[config.mk]
export PLATFORM = sky130hd
export DESIGN_NAME = mem_stage_vls_flat
export DESIGN_NICKNAME = d
export VERILOG_FILES = /design/src/rtl/mem_stage_vls_pkg.sv /design/src/rtl/mem_stage_vls_if.sv /design/src/rtl/mem_stage_vls_addr_gen.sv /design/src/rtl/mem_stage_vls.sv /design/src/flat_wrapper.sv
export SDC_FILE = /design/constraint.sdc
export NUM_CORES = 2
export LEC_CHECK = 0
export BUFFER_PORTS_ARGS = -buffer_cell sky130_fd_sc_hd__buf_2
export CORE_AREA = 5 5 565 567
export DETAILED_ROUTE_END_ITERATION = 10
export DIE_AREA = 0 0 570 572
export GPL_ROUTABILITY_DRIVEN = 0
export PLACE_DENSITY = 0.44
export SKIP_CTS_REPAIR_TIMING = 1
export SYNTH_ARGS = -nofsm -noshare
export SYNTH_HDL_FRONTEND = slang
export SYNTH_SLANG_ARGS = --single-unit
[constraint.sdc]
create_clock -name CLK -period 45.6 [get_ports CLK]
set_input_delay 0 -clock CLK [delete_from_list [all_inputs] [get_ports CLK]]
set_output_delay 0 -clock CLK [all_outputs]
set_load 0.005 [all_outputs]
[src/rtl/mem_stage_vls_pkg.sv]
// Shared types and constants for the vector load/store MEM stage.
package vmem_pkg;

  localparam int VMEM_N           = 32;
  localparam int VMEM_V           = 20;
  localparam int VMEM_CW          = $clog2(VMEM_V + 1);
  localparam int VMEM_WORD_STRIDE = 4;

  typedef enum logic [1:0] {
    IDLE   = 2'd0,
    ACCESS = 2'd1,
    DRAIN  = 2'd2,
    DONE   = 2'd3
  } vmem_state_t;

  typedef struct packed {
    logic               we;
    logic               vec;
    logic [VMEM_N-1:0]  base;
    logic [VMEM_CW-1:0] len;
  } vmem_req_t;

  // Number of word accesses an op expands into.
  function automatic logic [VMEM_CW-1:0] vmem_len(input logic vec);
    return vec ? VMEM_CW'(VMEM_V) : VMEM_CW'(1);
  endfunction

endpackage

[src/rtl/mem_stage_vls_if.sv]
// Data-memory bus between the MEM stage (master) and a single-port, 1-cycle-read memory (slave).
interface mem_stage_vls_if #(
  parameter int N = 32
);
  logic [N-1:0] mem_addr_o;
  logic [N-1:0] mem_wdata_o;
  logic         mem_we_o;
  logic [N-1:0] mem_rdata_i;

  modport master (
    output mem_addr_o,
    output mem_wdata_o,
    output mem_we_o,
    input  mem_rdata_i
  );

  modport slave (
    input  mem_addr_o,
    input  mem_wdata_o,
    input  mem_we_o,
    output mem_rdata_i
  );
endinterface

[src/rtl/mem_stage_vls_addr_gen.sv]
// Element counter and strided address generator for serialised vector accesses.
module vmem_addr_gen #(
  parameter int N  = 32,
  parameter int V  = 20,
  parameter int CW = $clog2(V + 1)
) (
  input  logic          CLK,
  input  logic          RST,
  input  logic          start_i,
  input  logic          advance_i,
  input  logic [CW-1:0] len_i,
  input  logic [N-1:0]  base_i,
  input  logic [N-1:0]  stride_i,
  output logic [CW-1:0] idx_o,
  output logic [N-1:0]  addr_o,
  output logic          last_o
);

  logic [CW-1:0] idx_q;
  logic [CW-1:0] idx_d;

  always_comb begin
    idx_d = idx_q;
    if (start_i) begin
      idx_d = '0;
    end else if (advance_i) begin
      idx_d = idx_q + CW'(1);
    end
  end

  always_ff @(posedge CLK) begin
    if (!RST) begin
      idx_q <= '0;
    end else begin
      idx_q <= idx_d;
    end
  end

  assign idx_o  = idx_q;
  // addr_o is the address of element idx+1: the top registers it as the next bus address.
  assign addr_o = base_i + N'(idx_q + CW'(1)) * stride_i;
  assign last_o = (idx_q == len_i - CW'(1));

endmodule

[src/rtl/mem_stage_vls.sv]
// MEM stage: scalar/vector loads and stores serialised onto a word-wide synchronous memory.
// Optional VMEM_STRIDE_EN adds a per-op byte stride input; otherwise the stride is one word.
module mem_stage_vls
  import vmem_pkg::*;
#(
  parameter int N = VMEM_N,
  parameter int V = VMEM_V
) (
  input  logic                CLK,
  input  logic                RST,
  input  logic                MemWE_i,
  input  logic                WBSelect_i,
  input  logic                OpSource_i,
  input  logic [N-1:0]        AluResult_S_i,
  input  logic [N-1:0]        RD2_S_i,
  input  logic [V*N-1:0]      RD2_V_i,
`ifdef VMEM_STRIDE_EN
  input  logic [N-1:0]        stride_i,
`endif
  mem_stage_vls_if.master     mem,
  output logic                stall_o,
  output logic                done_o,
  output logic [N-1:0]        ReadData_S_o,
  output logic [V*N-1:0]      ReadData_V_o
);

  localparam int CW = $clog2(V + 1);

  vmem_state_t   state_q;
  vmem_req_t     req_q;
  logic [N-1:0]  stride_q;
  logic [N-1:0]  sdata_q [V];
  logic [N-1:0]  mem_addr_q;
  logic [N-1:0]  mem_wdata_q;
  logic          mem_we_q;
  logic          done_q;
  logic [N-1:0]  rdata_s_q;

  logic          req;
  logic          accept;
  logic [N-1:0]  stride_in;
  logic [CW-1:0] idx;
  logic [N-1:0]  next_addr;
  logic          last;
  logic          advance;
  logic [N-1:0]  wdata_next;
  logic [CW-1:0] cap_idx;
  logic          capture_en;

  assign req    = MemWE_i | WBSelect_i;
  assign accept = RST && (state_q == IDLE) && req;

`ifdef VMEM_STRIDE_EN
  assign stride_in = stride_i;
`else
  assign stride_in = N'(VMEM_WORD_STRIDE);
`endif

  assign advance = (state_q == ACCESS) && !last;

  vmem_addr_gen #(
    .N  (N),
    .V  (V),
    .CW (CW)
  ) u_addr_gen (
    .CLK       (CLK),
    .RST       (RST),
    .start_i   (accept),
    .advance_i (advance),
    .len_i     (req_q.len),
    .base_i    (req_q.base),
    .stride_i  (stride_q),
    .idx_o     (idx),
    .addr_o    (next_addr),
    .last_o    (last)
  );

  // Store data for the element issued at the next edge (idx+1).
  always_comb begin
    wdata_next = '0;
    for (int k = 0; k < V; k++) begin
      if (idx + CW'(1) == CW'(k)) begin
        wdata_next = sdata_q[k];
      end
    end
  end

  always_ff @(posedge CLK) begin
    if (accept) begin
      for (int k = 0; k < V; k++) begin
        sdata_q[k] <= RD2_V_i[k*N +: N];
      end
    end
  end

  always_ff @(posedge CLK) begin
    if (!RST) begin
      state_q     <= IDLE;
      req_q       <= '0;
      stride_q    <= '0;
      mem_addr_q  <= '0;
      mem_wdata_q <= '0;
      mem_we_q    <= 1'b0;
      done_q      <= 1'b0;
    end else begin
      done_q <= 1'b0;
      unique case (state_q)
        IDLE: begin
          if (req) begin
            req_q.we   <= MemWE_i;
            req_q.vec  <= OpSource_i;
            req_q.base <= AluResult_S_i;
            req_q.len  <= vmem_len(OpSource_i);
            stride_q   <= stride_in;
            mem_addr_q <= AluResult_S_i;
            mem_we_q   <= MemWE_i;
            if (MemWE_i) begin
              mem_wdata_q <= OpSource_i ? RD2_V_i[N-1:0] : RD2_S_i;
            end
            state_q <= ACCESS;
          end
        end
        ACCESS: begin
          if (last) begin
            mem_we_q <= 1'b0;
            done_q   <= req_q.we;
            state_q  <= req_q.we ? DONE : DRAIN;
          end else begin
            mem_addr_q <= next_addr;
            if (req_q.we) begin
              mem_wdata_q <= wdata_next;
            end
          end
        end
        DRAIN: begin
          done_q  <= 1'b1;
          state_q <= DONE;
        end
        DONE: begin
          state_q <= IDLE;
        end
      endcase
    end
  end

  // Read data lags the address by one cycle, so ACCESS captures element idx-1 and DRAIN the last one.
  assign cap_idx    = (state_q == DRAIN) ? idx : idx - CW'(1);
  assign capture_en = !req_q.we &&
                      (((state_q == ACCESS) && (idx != '0)) || (state_q == DRAIN));

  always_ff @(posedge CLK) begin
    if (!RST) begin
      rdata_s_q <= '0;
    end else if (capture_en && !req_q.vec) begin
      rdata_s_q <= mem.mem_rdata_i;
    end
  end

  generate
    for (genvar gi = 0; gi < V; gi++) begin : g_velem
      logic [N-1:0] elem_q;
      always_ff @(posedge CLK) begin
        if (!RST) begin
          elem_q <= '0;
        end else if (capture_en && req_q.vec && (cap_idx == CW'(gi))) begin
          elem_q <= mem.mem_rdata_i;
        end
      end
      assign ReadData_V_o[gi*N +: N] = elem_q;
    end
  endgenerate

  assign stall_o         = accept || (state_q == ACCESS) || (state_q == DRAIN);
  assign done_o          = done_q;
  assign ReadData_S_o    = rdata_s_q;
  assign mem.mem_addr_o  = mem_addr_q;
  assign mem.mem_wdata_o = mem_wdata_q;
  assign mem.mem_we_o    = mem_we_q;

endmodule

[src/flat_wrapper.sv]
// flat-port wrapper written by rule: the top's interface ports become plain ports
module mem_stage_vls_flat import vmem_pkg::*;
#(
  parameter int N = VMEM_N,
  parameter int V = VMEM_V
)
  (CLK, RST, MemWE_i, WBSelect_i, OpSource_i, AluResult_S_i, RD2_S_i, RD2_V_i, stall_o, done_o, ReadData_S_o, ReadData_V_o, mem_mem_addr_o, mem_mem_wdata_o, mem_mem_we_o, mem_mem_rdata_i);
  mem_stage_vls_if #(.N(N)) mem_i ();
  input  logic CLK;
  input  logic RST;
  input  logic MemWE_i;
  input  logic WBSelect_i;
  input  logic OpSource_i;
  input  logic [N-1:0] AluResult_S_i;
  input  logic [N-1:0] RD2_S_i;
  input  logic [V*N-1:0] RD2_V_i;
  output logic stall_o;
  output logic done_o;
  output logic [N-1:0] ReadData_S_o;
  output logic [V*N-1:0] ReadData_V_o;
  output wire logic [$bits(mem_i.mem_addr_o)-1:0] mem_mem_addr_o;
  output wire logic [$bits(mem_i.mem_wdata_o)-1:0] mem_mem_wdata_o;
  output wire logic [$bits(mem_i.mem_we_o)-1:0] mem_mem_we_o;
  input wire logic [$bits(mem_i.mem_rdata_i)-1:0] mem_mem_rdata_i;
  assign mem_mem_addr_o = mem_i.mem_addr_o;
  assign mem_mem_wdata_o = mem_i.mem_wdata_o;
  assign mem_mem_we_o = mem_i.mem_we_o;
  assign mem_i.mem_rdata_i = mem_mem_rdata_i;
  mem_stage_vls #(.N(N), .V(V)) u_core (.CLK(CLK), .RST(RST), .MemWE_i(MemWE_i), .WBSelect_i(WBSelect_i), .OpSource_i(OpSource_i), .AluResult_S_i(AluResult_S_i), .RD2_S_i(RD2_S_i), .RD2_V_i(RD2_V_i), .mem(mem_i), .stall_o(stall_o), .done_o(done_o), .ReadData_S_o(ReadData_S_o), .ReadData_V_o(ReadData_V_o));
endmodule
==> summary.md <==
| Metric | Value |
|---|---|
| Hold crit path type | `in2reg` |
| Comb pwr share | `22.2%` |
| Setup slack, reg-to-reg | `39.55 ns` |
| Clock slew at reported path FFs | `0.07 ns` |
| Fin Hold WS | `-0.0181 ns` |
| Max Cap Viol | `1` |
| Hold EP | `u_core.mem.mem_wdata_o[25]` |
| Worst R2R Path Depth | `10` |
| Placed standard-cell area | `67000 sq um` |
| Die Wd | `about 570 um` |
| RR Startpoint | `u_core.u_addr_gen.idx_o[0]` |
| Pin slew with the least headroom to its limit | `1.50 ns` |
| Syn_nets | `around 6300` |
| Outcome | `finished, violations left` |
| Crit path kind | `reg2reg` |
| Sw Share | `32.9%` |
| Min-Delay Path Depth | `5` |
| Fin. Hold Viols | `1` |
| Syn Inst Count | `between 5000 and 6000` |
| First-pass DRT Iterations | `7` |
| Top Ports | `around 1500` |
| DRT iter0 DRCs | `4907` |
| Rel. slew slack | `-0.370%` |
| Post-layout util | `27.7%` |
| Root buffer cell | `clkbuf_16` |
| Die H | `approximately 570 um` |
| Worst Skew | `0.0575 ns` |
| Area Overhead vs Synth | `57.7%` |
| Clock latency at the later pin of the worst-skew pair | `a little over 0.8 ns` |
| Setup_tns | `0 ns` |
| Drc violations | `0` |
| Overall Power | `slightly below 4 mW` |
| Setup violations, final | `0` |
| Clock power share | `between 30 and 40%` |
| Int Power | `2.62 mW` |
| Cell Count, Final, Fillers Out | `approximately 13000` |
| Worst Path Required | `46.30 ns` |
| Dominant synthesized flop cell | `dfxtp_1` |
| Most instantiated cells after synthesis | `1584 x nand2_1, 826 x a21oi_1, 781 x dfxtp_1` |
| Pre-CTS setup slack | `39.74 ns` |
| Vias in the first global route | `48600` |
| Placed insts | `10800` |
| Share of the synthesized area in the top cell type | `34.9%` |
| Synthesized area per cell | `9.97 sq um` |
| HP Start | `RD2_S_i[25]` |
| Async SR Flop Fraction | `0%` |
| Vias | `56100` |
| Netlist cell types | `96` |
| RSZ-0062 raised after global routing | `false` |
| Crit-path max FO | `33` |
| Final worst path period share | `13.3%` |
| ANT nets after route | `0` |
| Largest net degree at the start of global routing | `199` |
| Starting density of the core | `~18%` |
| Setup ws final | `39.55 ns` |
| Routed len/inst | `27.8 um` |
| Cell Area, Synth | `around 55000 sq um` |
| Core Footprint | `around 310000 sq um` |
| Failing checks | `hold timing, capacitance limit, slew limit` |
| First-pass GRT wire length | `438 mm` |
| TritonCTS clock tree | `done` |
| Initial antenna violation count | `92` |
| CTS Buf Count | `172` |
| P_sw | `1.29 mW` |
| Startpoint types | `flip-flop` |
| Die area | `roughly 330000 sq um` |
| Arr. time, crit path | `around 6.7 ns` |
| PD cells | `between 40 and 50 nW/um^2` |
| Synth warn | `0` |
| Nets | `8991` |
| Gr ovfl total | `0` |
| Crit Reg-Reg Endpoint | `u_core.mem.mem_wdata_o[7]` |
| Seq pwr share | `41.5%` |
| Clk sink count | `1421` |
| Ranking of synthesized cells by area | `edfxtp_1 35%, dfxtp_1 28%, nand2_1 11%, a21oi_1 7.5%, clkbuf_1 2.0%` |
| Largest area contributor in the netlist | `edfxtp_1` |
| Clk buf depth | `4` |
| H-tree depth | `4` |
| Row Count | `206` |
| Worst setup EP type | `flip-flop` |
| Post-synth EDFFs | `between 600 and 700` |
| Number of I/O port buffers | `approximately 1500` |
| Count leader, synth | `nand2_1` |
| Peak supply drop | `27.8 uV` |
| Seq cells post-synth | `between 1000 and 1500` |
| Achievable Freq | `165 MHz` |
| Pleak | `33.1 nW` |
| Gr usage total | `19.6%` |
| Post-DP HPWL | `around 260 mm` |
| Final wirelength | `350 mm` |
| Cell area after layout | `86900 sq um` |
| Share of layout cells above drive strength 1 | `about a quarter` |
| Vias per Instance | `roughly 4.5` |
| Fin. max-slew vios | `1` |
| Sequential cell area fraction in the yosys report | `63.3%` |
| Period minus WS final | `6.05 ns` |
routing by layer:
metal	GRT usage (%)	vias to the layer above	routed length, um
li1	-	24900	-
met1	21.0	27200	124000
met2	36.1	3095	179000
met3	4.15	891	23500
met4	9.83	22	24100
met5	0	-	144
logic make-up (layout without fill, tap and decap cells):
family / count (synthesis) / after routing / synth area share, %
flip-flops: 1421 / 1421 / 63.3
multiplexers: 43 / 43 / 0.788
XOR/XNOR: 32 / 32 / 0.557
adder cells (fa/ha/maj): 18 / 18 / 0.423
other: 0 / 57 / 0
AND/OR/NAND/NOR: 2121 / 2121 / 15.8
buffers and inverters: 474 / 3317 / 3.71
AO/OA/AOI/OAI: 1416 / 1416 / 15.4
flip-flops by register name, summed over array words and instances, names as in the netlist:
| signal | cells |
|---|---|
| u_core.state_q | 2 |
| u_core.mem.mem_addr_o | 32 |
| u_core.mem.mem_we_o | 1 |
| u_core.req_q | 35 |
| u_core.sdata_q | 640 |
| u_core.mem.mem_wdata_o | 32 |
| u_core.done_o | 1 |
| u_core.stride_q | 1 |
| u_core.u_addr_gen.idx_o | 5 |
| u_core.g_velem.elem_q | 640 |
| u_core.ReadData_S_o | 32 |
power by group through the flow:
| stage | Combinational, mW | Clock, mW | Sequential, mW |
|---|---|---|---|
| detailed placement | 0.772 | 0 | 1.64 |
| global route | 0.914 | 1.50 | 1.62 |
| floorplan | 0.338 | 0 | 1.73 |
| CTS | 0.774 | 1.45 | 1.62 |
| global placement | 0.768 | 0 | 1.64 |
| finish | 0.869 | 1.42 | 1.62 |
layout make-up:
class | instances | area [sq um]
clock inverter | 81 | 942
sequential | 1421 | 34900
multi-input combinational | 3630 | 18600
tap | 4160 | 5200
clock buffer | 229 | 4800
inverter | 20 | 82.6
antenna | 57 | 143
timing repair buffer | 2987 | 22300
fill | 32800 | 227000
how the worst max path moves through the flow:
stage,startpoint,endpoint,slack [ns]
2_1_floorplan,u_core.state_q[0],u_core.sdata_q[0][0],16.24
6_report,u_core.u_addr_gen.idx_o[0],u_core.mem.mem_wdata_o[7],39.55
3_5_place_dp,u_core.u_addr_gen.idx_o[0],u_core.mem.mem_wdata_o[25],39.74
3_3_place_gp,u_core.u_addr_gen.idx_o[0],u_core.mem.mem_wdata_o[7],39.79
4_1_cts,u_core.u_addr_gen.idx_o[0],u_core.mem.mem_wdata_o[25],39.72
5_1_grt,u_core.u_addr_gen.idx_o[0],u_core.mem.mem_wdata_o[25],39.37
cell usage in the layout (no fill, tap or decap), drive strengths merged, types with 87 or more instances in the layout:
master | netlist | layout
a21oi | 829 | 829
buf | 164 | 1588
clkbuf | 290 | 229
dfxtp | 781 | 781
dlygate4sd3 | 0 | 1399
edfxtp | 640 | 640
nand2 | 1584 | 1584
nand3 | 87 | 87
nor2 | 215 | 215
o21ai | 149 | 149
critical path: stages, from the launching register on:
cell and delay, ns:
dfxtp_1 0.80, ha_1 0.56, nand3_2 0.33, xor2_4 0.43, o211ai_1 0.49, buf_4 0.51
nand2_1 0.43, nor3_1 1.17, o311ai_2 0.61, nand3_1 0.41, a21oi_1 0.11
(Power assumes the default switching activity.)
